$ cat src/rtl/pulse_train_tx.sv
// Burst generator whose every high/low level lasts exactly HOLD_COUNT+1 cycles.
// Optional stop-after-current-pulse input enabled by PULSE_TRAIN_TX_ABORT_EN.
module pulse_train_tx #(
  parameter int HOLD_COUNT  = 31,
  parameter int COUNT_WIDTH = 8
) (
  input  logic                   clk,
  input  logic                   reset,
  input  logic                   start_i,
  input  logic [COUNT_WIDTH-1:0] count_i,
`ifdef PULSE_TRAIN_TX_ABORT_EN
  input  logic                   abort_i,
`endif
  output logic                   ready_o,
  output logic                   signal_o,
  output logic                   done_o,
  output logic [COUNT_WIDTH-1:0] remaining_o
);

  localparam int P  = HOLD_COUNT + 1;
  localparam int PW = $clog2(P) + 1;
  localparam logic [PW-1:0] PhaseLast = PW'(P - 1);

  typedef enum logic [1:0] {
    IDLE,
    HIGH,
    LOW
  } state_e;

  state_e                 state_q, state_d;
  logic [PW-1:0]          phase_q, phase_d;
  logic [COUNT_WIDTH-1:0] remaining_q, remaining_d;
  logic                   signal_q, signal_d;
  logic                   done_q, done_d;
  logic                   lastPhase;
  logic                   stopNow;
`ifdef PULSE_TRAIN_TX_ABORT_EN
  logic                   stop_q, stop_d;
`endif

  always_comb begin
    state_d     = state_q;
    phase_d     = phase_q;
    remaining_d = remaining_q;
    signal_d    = signal_q;
    done_d      = 1'b0;
    lastPhase   = (phase_q == PhaseLast);
`ifdef PULSE_TRAIN_TX_ABORT_EN
    stop_d  = stop_q;
    stopNow = stop_q | abort_i;
`else
    stopNow = 1'b0;
`endif

    case (state_q)
      IDLE: begin
        phase_d  = '0;
        signal_d = 1'b0;
`ifdef PULSE_TRAIN_TX_ABORT_EN
        stop_d = 1'b0;
`endif
        if (start_i) begin
          if (count_i != '0) begin
            state_d     = HIGH;
            remaining_d = count_i;
            signal_d    = 1'b1;
          end else begin
            done_d = 1'b1;
          end
        end
      end

      HIGH: begin
`ifdef PULSE_TRAIN_TX_ABORT_EN
        stop_d = stopNow;
`endif
        if (lastPhase) begin
          state_d  = LOW;
          phase_d  = '0;
          signal_d = 1'b0;
        end else begin
          phase_d = phase_q + PW'(1);
        end
      end

      LOW: begin
`ifdef PULSE_TRAIN_TX_ABORT_EN
        stop_d = stopNow;
`endif
        if (lastPhase) begin
          phase_d = '0;
          // A stop request only takes effect once the full low phase is done.
          if ((remaining_q > COUNT_WIDTH'(1)) && !stopNow) begin
            remaining_d = remaining_q - COUNT_WIDTH'(1);
            state_d     = HIGH;
            signal_d    = 1'b1;
          end else begin
            remaining_d = '0;
            state_d     = IDLE;
            done_d      = 1'b1;
`ifdef PULSE_TRAIN_TX_ABORT_EN
            stop_d = 1'b0;
`endif
          end
        end else begin
          phase_d = phase_q + PW'(1);
        end
      end

      default: begin
        state_d     = IDLE;
        phase_d     = '0;
        remaining_d = '0;
        signal_d    = 1'b0;
      end
    endcase
  end

  always_ff @(posedge clk) begin
    if (reset) begin
      state_q     <= IDLE;
      phase_q     <= '0;
      remaining_q <= '0;
      signal_q    <= 1'b0;
      done_q      <= 1'b0;
`ifdef PULSE_TRAIN_TX_ABORT_EN
      stop_q      <= 1'b0;
`endif
    end else begin
      state_q     <= state_d;
      phase_q     <= phase_d;
      remaining_q <= remaining_d;
      signal_q    <= signal_d;
      done_q      <= done_d;
`ifdef PULSE_TRAIN_TX_ABORT_EN
      stop_q      <= stop_d;
`endif
    end
  end

  assign ready_o     = (state_q == IDLE);
  assign signal_o    = signal_q;
  assign done_o      = done_q;
  assign remaining_o = remaining_q;

endmodule

$ cat config.mk
export PLATFORM = sky130hd
export DESIGN_NAME = pulse_train_tx
export DESIGN_NICKNAME = d
export VERILOG_FILES = /design/src/rtl/pulse_train_tx.sv
export SDC_FILE = /design/constraint.sdc
export NUM_CORES = 1
export LEC_CHECK = 0
export ABC_AREA = 1
export CAP_MARGIN = 30
export CORE_ASPECT_RATIO = 0.75
export CORE_MARGIN = 4
export CORE_UTILIZATION = 35
export CTS_BUF_LIST = sky130_fd_sc_hd__clkbuf_8
export DETAILED_ROUTE_END_ITERATION = 10
export HOLD_SLACK_MARGIN = 0.03
export RECOVER_POWER = 25
export SLEW_MARGIN = 20
export SYNTH_ARGS = -nofsm -noshare
export SYNTH_HDL_FRONTEND = slang
export SYNTH_SLANG_ARGS = --single-unit
export TNS_END_PERCENT = 20
$ cat constraint.sdc
create_clock -name clk -period 1.6 [get_ports clk]
set_input_delay 0.32 -clock clk [delete_from_list [all_inputs] [get_ports clk]]
set_output_delay 0.32 -clock clk [all_outputs]
set_load 0.02 [all_outputs]
==> impl_metrics.json <==
{
  "drv_cap": 0,
  "ys_warn_count": 0,
  "first_pass_iters": 4,
  "drc": 0,
  "hold_viol": 0,
  "clk_latency_ps": 250,
  "min-delay-start": "phase_q[0]$_SDFF_PP0_",
  "place_hpwl_um": 2340,
  "grt_pass1_vias": 1108,
  "synthesis.area_mm2": 0.00111,
  "finalWorstPathRequiredPeriod_ps": 1510,
  "worst_pin_slew_ps": 283,
  "final_area_mm2": 0.00156,
  "pwr_density_cell_mw_per_mm2": 1860,
  "period_share": 0.947,
  "clock_sinks": 18,
  "rsz0062_at_grt": "yes",
  "cts_hold_repair.buffers": 0,
  "cts_max_path_buffers": 2,
  "synthArstFlopShare": 0,
  "worst_hold_slack_ps": 462,
  "pin_count": 22,
  "clk_pin_slew_worst_paths_ps": 60,
  "syn_nets": 181,
  "yosysSeqAreaShare": 0.324,
  "n_fill_cell": 304,
  "wl_per_cell_um": 12.0,
  "timing.final.ws_setup_ps": 85.0,
  "grt_overflow": 0,
  "grt_max_degree": 13,
  "die-area_mm2": 0.00415,
  "syn_inst": 163,
  "hold_path.class": "reg2reg",
  "viasPerCell": 4.70,
  "slowest_stage": "dlygate4sd2_1",
  "grt_use_total": 0.151,
  "gp_congestion": 0.910,
  "crit_required_ps": 1280,
  "placed_area_mm2": 0.00151,
  "endpoint_kind": "output port",
  "crit_path_max_fanout": 3,
  "insertedDiodeCount": 0,
  "post_synth.cell_area_avg_um2": 6.82,
  "core_mm2": 0.00300,
  "h-tree-depth": 1,
  "vdd_drop_max_mv": 0.876,
  "netlist.area_leader.share": 0.324,
  "ys_ff_latch": 18,
  "numPortBuffers": 21,
  "cp_top_family": "buffers and inverters",
  "crit_chain": "inv_1, ha_2, dlygate4sd2_1",
  "slew_viol_final": 0,
  "num_rows": 17,
  "r2r-start": "phase_q[0]$_SDFF_PP0_",
  "cts_buffers": 3,
  "ant_nets": 0,
  "synth_ff_type": "dfxtp_1",
  "synth_cell_types": 23,
  "relSlewSlack": 0.811,
  "status": "finished clean",
  "cp_data_arrival_time_ps": 1190,
  "p_leak_nw": 0.744,
  "grt_pass1_wl_um": 4910,
  "skew_ps": 6.03,
  "root_buffer": "clkbuf_8",
  "worstSetupPathType": "reg2out",
  "antenna_found_initial": 0,
  "fmax_mhz": 660,
  "final_net_count": 224,
  "fin_cells": 242,
  "cts_tree": "built",
  "totalWireLength_um": 2910,
  "startpoint_type": "register",
  "finalSetupViolCount": 0,
  "slowest_delay_ps": 340,
  "vias": 1138,
  "syn_to_final_growth_pct": 40.0,
  "place_inst": 239,
  "synth_edf_count": 0,
  "drive_gt1_frac": 0.176,
  "start_util": 0.371,
  "critPathLaunch": "state_q[0]$_SDFFE_PP0P_",
  "dieWidth_um": 73.1,
  "critPathBufInv": 2,
  "synth_top_area_cell": "dfxtp_1",
  "ys_top_cells_by_count": "nand2_1 (49), nor2_1 (26), dfxtp_1 (18), nand3_1 (17), inv_1 (15)",
  "ys_top_cells_by_area": "dfxtp_1 (32%), nand2_1 (17%), nor2_1 (8.8%)",
  "cts_setup_buffers": 0,
  "synth_most_common_cell": "nand2_1",
  "ctsResizeCount": 7,
  "tns_ps": 0,
  "pre_cts_ws_ps": -147,
  "die_h_um": 56.8,
  "drt_iter0_markers": 59
}
[power breakdown]
| part | leakage [nW] | internal [W] | switching (W) |
|---|---|---|---|
| Sequential | 0.147 | 0.000575 | 0.000130 |
| Combinational | 0.575 | 0.000790 | 0.00108 |
| Clock | 0.0216 | 0.000167 | 0.000146 |
| Total | 0.744 | 0.00153 | 0.00136 |
[metal layers]
metal | track usage | vias up | share of wire
met5 | 0 | - | 0
met4 | 0.0158 | 0 | 0.0041
met3 | 0.0483 | 2 | 0.091
met2 | 0.233 | 35 | 0.42
met1 | 0.211 | 498 | 0.49
li1 | - | 603 | -
[worst paths after layout]
| kind | endpoint | slack (ps) | cells after the start |
|---|---|---|---|
| worst max-delay path | ready_o | 90 | 3 |
| worst min-delay path | phase_q[0]$_SDFF_PP0_ | 460 | 1 |
| worst max register to register | remaining_o[0]$_SDFFE_PP0P_ | 120 | 8 |
| worst min register to register | phase_q[0]$_SDFF_PP0_ | 460 | 1 |
[flip-flops by register name (all words and copies together), names as in the netlist]
| name | cells |
|---|---|
| done_o | 1 |
| phase_q | 6 |
| remaining_o | 8 |
| signal_o | 1 |
| state_q | 2 |
[stage by stage]
step	total power, W	utilization
3_5_place_dp	0.00256	0.502
2_1_floorplan	0.00181	-
4_1_cts	0.00284	0.513
3_3_place_gp	0.00250	0.502
5_1_grt	0.00315	0.519
6_report	0.00289	0.519
[cell families (layout without fill, tap and decap cells)]
family | count (synthesis) | after routing | share of synthesized area
compound gates | 16 | 16 | 0.0956
xor+xnor | 7 | 7 | 0.0551
buf+inv | 17 | 58 | 0.0574
flops | 18 | 18 | 0.324
fa+ha+maj | 7 | 7 | 0.0787
simple gates | 98 | 98 | 0.389
[cell usage in the layout, fill, tap and decap left out, types with 2 or more instances in the layout]
cell type and count:
a21oi_1 3, buf_4 18, clkbuf_1 2, clkbuf_8 3, clkdlybuf4s50_1 12, dfxtp_1 17, dlygate4sd2_1 7, ha_1 4
ha_2 3, inv_1 15, nand2_1 48, nand2_2 2, nand3_1 17, nor2_1 24, nor2_2 2, o21ai_0 6
o21ai_2 2, o21bai_1 2, xnor2_1 2, xor2_1 5
[cell type report]
cell class	count	area, um2	area share
repair buffers	40	335	0.215
flip-flops and latches	18	362	0.232
inverters	15	56.3	0.0361
multi-input cells	128	716	0.459
well taps	38	47.5	0.0305
clock buffers	3	41.3	0.0265
No activity file was read; power rests on OpenSTA's default activity.
==> RTL change 1 (same flow settings) <==
Build with the macro `PULSE_TRAIN_TX_ABORT_EN` defined.
--- a/src/rtl/pulse_train_tx.sv
+++ b/src/rtl/pulse_train_tx.sv
@@ -1,5 +1,7 @@
 // Burst generator whose every high/low level lasts exactly HOLD_COUNT+1 cycles.
 // Optional stop-after-current-pulse input enabled by PULSE_TRAIN_TX_ABORT_EN.
+`define PULSE_TRAIN_TX_ABORT_EN
+
 module pulse_train_tx #(
   parameter int HOLD_COUNT  = 31,
   parameter int COUNT_WIDTH = 8
Interface: changed (added abort_i); port bits go from 22 to 23. No check against the original RTL was run, so the function may have changed too.
==> RTL change 1 against the original RTL <==
- area after synthesis grew 1.7%
- sequential cell count increased by 1
- sequential share of layout area rose by 0.50 points
- die area rose by 1.5%
- count of clock-buffer cells in the layout stayed put
- design area rose by 4.3%
- setup slack got worse by 0.030 ns
- worst hold slack worse by 0.0057 ns
- power is 1.2% higher
- routed wire length is 4.6% lower
==> RTL change 1: results (changes against the original RTL) <==
[outcome]
status=completed

[sta]
hold_viol_final=0  ; unchanged
slew_headroom=0.692  ; -0.119
finClkSkew_ns=0.00374  ; -0.00229 ns
timing.hold.ws_ns=0.456  ; -0.00567 ns

[yosys]
synthCells=170  ; +4.3%
syn-num-nets=189  ; +4.4%
synth_cell_types=22  ; -4.3%
netlist_top_cells_area=dfxtp_1 34%, nand2_1 18%, nor2_1 8.0%
synth-compound-area-share=0.0985  ; +0.00284
synth_flop_cell=dfxtp_1
synth.area.mux_share=0  ; unchanged
synth_xor_area_frac=0.0542  ; -0.000915
ys_warn_count=0  ; unchanged
async_flop_share=0  ; unchanged
netlist_top_cells_count=55 x nand2_1, 24 x nor2_1, 22 x inv_1, 19 x dfxtp_1, 11 x o21ai_0
synth_fa_ha_area_frac=0.0774  ; -0.00131
synth_seq_area_share=0.336  ; +0.0123

[place]
place.gp.congestion=0.819  ; -10%
dp_cells=243  ; +1.7%
dpl_cell_area_sq_um=1500  ; -0.17%
pre_cts_ws_ns=-0.195  ; -0.0475 ns
detailed_place_hpwl_um=2170  ; -7.1%
numPortBuffers=22  ; +4.8%

[setup_path]
rr_endpoint=remaining_o[1]$_SDFFE_PP0P_
slowest_delay_ns=0.36  ; +0.02 ns
worst_r2r_path_depth=10  ; +2
crit_family=buffers and inverters
critPathSlowestCell=dfxtp_2
r2r_slack_ns=0.08  ; -0.04 ns
r2r_start=state_q[0]$_SDFFE_PP0P_
crit_fanout=4  ; +1
crit_arrival_ns=1.23  ; +0.04 ns

[global_routing]
grt_pass1_vias=1035  ; -6.6%
grt_max_degree=13  ; unchanged
grt_antenna_before_repair=0  ; unchanged
track_usage=0.135  ; -0.0163
grt_pass1_wl_um=4550  ; -7.3%

[clocking]
ctsLongestPathBuffers=2  ; unchanged
cts_root_buf=clkbuf_8
cts_made_buffers=3  ; unchanged
clkTransAtPathRegs_ns=0.08  ; +0.02 ns
htreeDepth=1  ; unchanged
clk_latency_ns=0.26

[min_path]
whs_endpoint=phase_q[0]$_SDFF_PP0_
hold_depth=1  ; unchanged
hp-class=register to register
worstHoldStart=phase_q[0]$_SDFF_PP0_

[final_layout]
diodes=0  ; unchanged
drive_above_1_share=0.196  ; +0.0198
final_cells=252  ; +4.1%
layout.nets=234  ; +4.5%
fillers=313  ; +3.0%
largest_register_ffs=8  ; unchanged

[pwr]
peakVddDrop_uv=1100  ; +26%
leakagePower_nw=0.802  ; +7.9%

[routing]
drtIter0Drc=45  ; -24%
routedWlPerCell_um=11.0  ; -8.4%
dr_total_vias=1146  ; +0.70%

[job]
maxCapViolCount=0  ; unchanged

## RTL change 1: changes by cell type after synthesis, moves of 2 or more
| cell | before | now |
|---|---|---|
| o21bai_1 | 2 | 0 |
| nand2_1 | 49 | 55 |
| a21oi_1 | 3 | 5 |
| o21ai_0 | 6 | 11 |
| inv_1 | 15 | 22 |
| nor3_1 | 0 | 2 |
| nor2_1 | 26 | 24 |
| nand3_1 | 17 | 7 |
## RTL change 1: power breakdown
group | internal, W | switching [W] | total [W]
Clock | 0.000176 | 0.000171 | 0.000346
Sequential | 0.000611 | 0.000129 | 0.000740
Combinational | 0.000797 | 0.00104 | 0.00184
## RTL change 1: how the worst max path moves through the flow
stage | startpoint | to | slack, ns | cells after the start
5_1_grt | phase_q[0]$_SDFF_PP0_ | remaining_o[7]$_SDFFE_PP0P_ | -0.04 | 10
3_3_place_gp | count_i[0] | state_q[1]$_SDFFE_PP0P_ | -0.18 | 9
2_1_floorplan | state_q[0]$_SDFFE_PP0P_ | remaining_o[0]$_SDFFE_PP0P_ | 0.04 | 8
4_1_cts | state_q[1]$_SDFFE_PP0P_ | state_q[0]$_SDFFE_PP0P_ | 0.001 | 9
3_5_place_dp | count_i[0] | state_q[1]$_SDFFE_PP0P_ | -0.20 | 9
6_report | state_q[0]$_SDFFE_PP0P_ | ready_o | 0.05 | 3
## RTL change 1: cell families (layout without fill, tap and decap cells)
family                     Yosys count  count (layout)
DFF                                 19              19
AOI/OAI and AO/OA                   19              19
adders and majority gates            7               7
xor gates and xnor gates             7               7
and+or+nand+nor                     93              94
buffers and inverters               25              68
## RTL change 1: per-layer routing
| metal | track usage | up-vias | wire length (um) |
|---|---|---|---|
| met4 | 0.0155 | 0 | 10 |
| met3 | 0.0370 | 3 | 185 |
| met1 | 0.207 | 494 | 1450 |
| met5 | 0 | - | 0 |
| li1 | - | 621 | - |
| met2 | 0.192 | 28 | 1130 |
## RTL change 1: timing repair
item                                    CTS  global route
pin swaps                                 0             5
endpoints found under the setup margin    8            13
hold buffers                              0             0
cloned                                    0             1
gates resized for setup                   8            21
buffers inserted                          0             4
## RTL change 1: per-stage QoR
stage | TNS (ns) | total power [W] | utilization
6_report | 0 | 0.00292 | 0.538
5_1_grt | -0.258 | 0.00320 | 0.538
4_1_cts | 0 | 0.00276 | 0.511
3_5_place_dp | -1.79 | 0.00245 | 0.498
3_3_place_gp | -1.61 | 0.00242 | 0.498
2_1_floorplan | 0 | 0.00178 | -
## RTL change 1: area by class of cell
type / count / area, sq um / share of cell area
tap: 38 / 47.5 / 0.0293
multi-input combinational: 127 / 706 / 0.434
inverter: 23 / 86.3 / 0.0531
clock buffer: 3 / 41.3 / 0.0254
clock inverter: 1 / 7.51 / 0.00462
sequential: 19 / 385 / 0.237
timing repair buffer: 41 / 352 / 0.216
==> RTL change 2 (same settings) <==
Made on the original files. Re-encode `state_e` (3 states) as one-hot, 3 bits wide.
--- a/src/rtl/pulse_train_tx.sv
+++ b/src/rtl/pulse_train_tx.sv
@@ -21,10 +21,10 @@
   localparam int PW = $clog2(P) + 1;
   localparam logic [PW-1:0] PhaseLast = PW'(P - 1);
 
-  typedef enum logic [1:0] {
-    IDLE,
-    HIGH,
-    LOW
+  typedef enum logic [2:0] {
+    IDLE = 3'b001,
+    HIGH = 3'b010,
+    LOW  = 3'b100
   } state_e;
 
   state_e                 state_q, state_d;
Formal check against the unedited RTL: no difference found for any inputs over 10 cycles, from zero or initial values and one cycle with reset high; not proved beyond that.
==> RTL change 2 against the original RTL <==
- final cell count grew 0.83%
- power is 11% lower
- utilization down 2.5 points
- design area decreased by 2.8%
- synthesized cell count grew 8.6%
- first-iteration DRC count grew 17%
- critical path type unchanged
- sequential power fell by 2%
- routed wire length decreased by 4.1%
- critical path depth is 2 lower
- area after synthesis grew 5.2%
- worst hold slack worse by 0.044 ns
- sequential cell count increased by 1
- setup slack got worse by 0.0033 ns
- highest routed layer unchanged
- maximum frequency fell by 0.22%
==> RTL change 2: results (changes against the original RTL) <==
[global_routing]
grt_max_degree=14  ; +1
grt_util_met2=0.218  ; -0.0153
track_usage=0.142  ; -0.00975
met3_usage=0.0433  ; -0.00497
grt_pass1_wl_um=4840  ; -1.5%
grtUsageMet1=0.198  ; -0.0132

[routing]
viasPerCell=4.66  ; -0.82%
wl_met3_um=108  ; -59%
drtIter0Drc=69  ; +17%
wl_met2_um=1230  ; +0.99%
drt-met1-wl_um=1440  ; +1.9%
routedWlPerCell_um=11.4  ; -4.8%

[pwr]
leakagePower_nw=0.744  ; about the same
peakVddDrop_uv=651  ; -26%
p_int_w=0.00131  ; -14%

[yosys]
syn-num-nets=191  ; +5.5%
synth_flop_cell=dfxtp_1
synth_cell_types=24  ; +4.3%
synth_seq_area_share=0.325  ; +0.00117
syn_avg_cell_area_sq_um=6.61  ; -3.1%
netlist_top_cells_area=dfxtp_1 33%, nand2_1 19%, nand3_1 7.7%
netlist_top_cells_count=58 x nand2_1, 24 x nor2_1, 19 x dfxtp_1, 18 x nand3_1, 17 x inv_1

[setup_path]
r2r_slack_ns=0.15  ; +0.03 ns
crit_arrival_ns=1.20
worst_r2r_path_depth=9  ; +1
cp-endpoint=signal_o
critPathSlowestCell=clkdlybuf4s50_1
crit_fanout=2  ; -1
slowest_delay_ns=0.60  ; +0.26 ns

[final_layout]
fillers=326  ; +7.2%
drive_above_1_share=0.150  ; -0.0260
nNonClkBuffers=27  ; -33%
buf_share=0.161  ; -0.0541
stdcell_area_sq_um=1510  ; -2.8%
layout.nets=221  ; -1.3%
sh_seq_area=0.252  ; +0.0199
nNonClkInverters=20  ; +5
clk_share=0.0306  ; +0.00407

[clocking]
cts_sinks=19  ; +1

[place]
pre_cts_ws_ns=-0.134  ; +0.0131 ns
place.gp.congestion=0.872  ; -4.3%
detailed_place_hpwl_um=2290  ; -2.1%
dp_cells=240  ; +0.42%

[sta]
fmax_mhz=659  ; -0.22%
timing.hold.ws_ns=0.417  ; -0.0444 ns

[die]
fp.coreArea_sq_um=3060  ; +2.1%

[outcome]
status=completed

[RTL change 2: power by group through the flow]
stage	clock, W	combinational, W	sequential [W]
2_1_floorplan	0	0.00100	0.000766
4_1_cts	0.000348	0.00150	0.000686
5_1_grt	0.000367	0.00174	0.000707
3_5_place_dp	0	0.00155	0.000699
6_report	0.000340	0.00153	0.000688
3_3_place_gp	0	0.00154	0.000699
[RTL change 2: cell families (layout without fill, tap and decap cells)]
kind of cell	count (synthesis)	in the layout	synth area share
simple gates	116	116	0.476
buf+inv	22	51	0.0727
flops	19	19	0.325
compound gates	13	13	0.0642
xor+xnor	4	4	0.0300
fa+ha+maj	3	3	0.0321
[RTL change 2: worst register-to-register path, stage by stage, from the launching register on]
cell     delay [ns]
dfxtp_2        0.34
ha_1           0.20
nand3_2        0.12
nor2_4         0.12
nand2_1        0.07
nand2_2        0.08
nand3_4        0.15
nor2_8         0.17
nand2_1        0.06
nand2_1        0.07
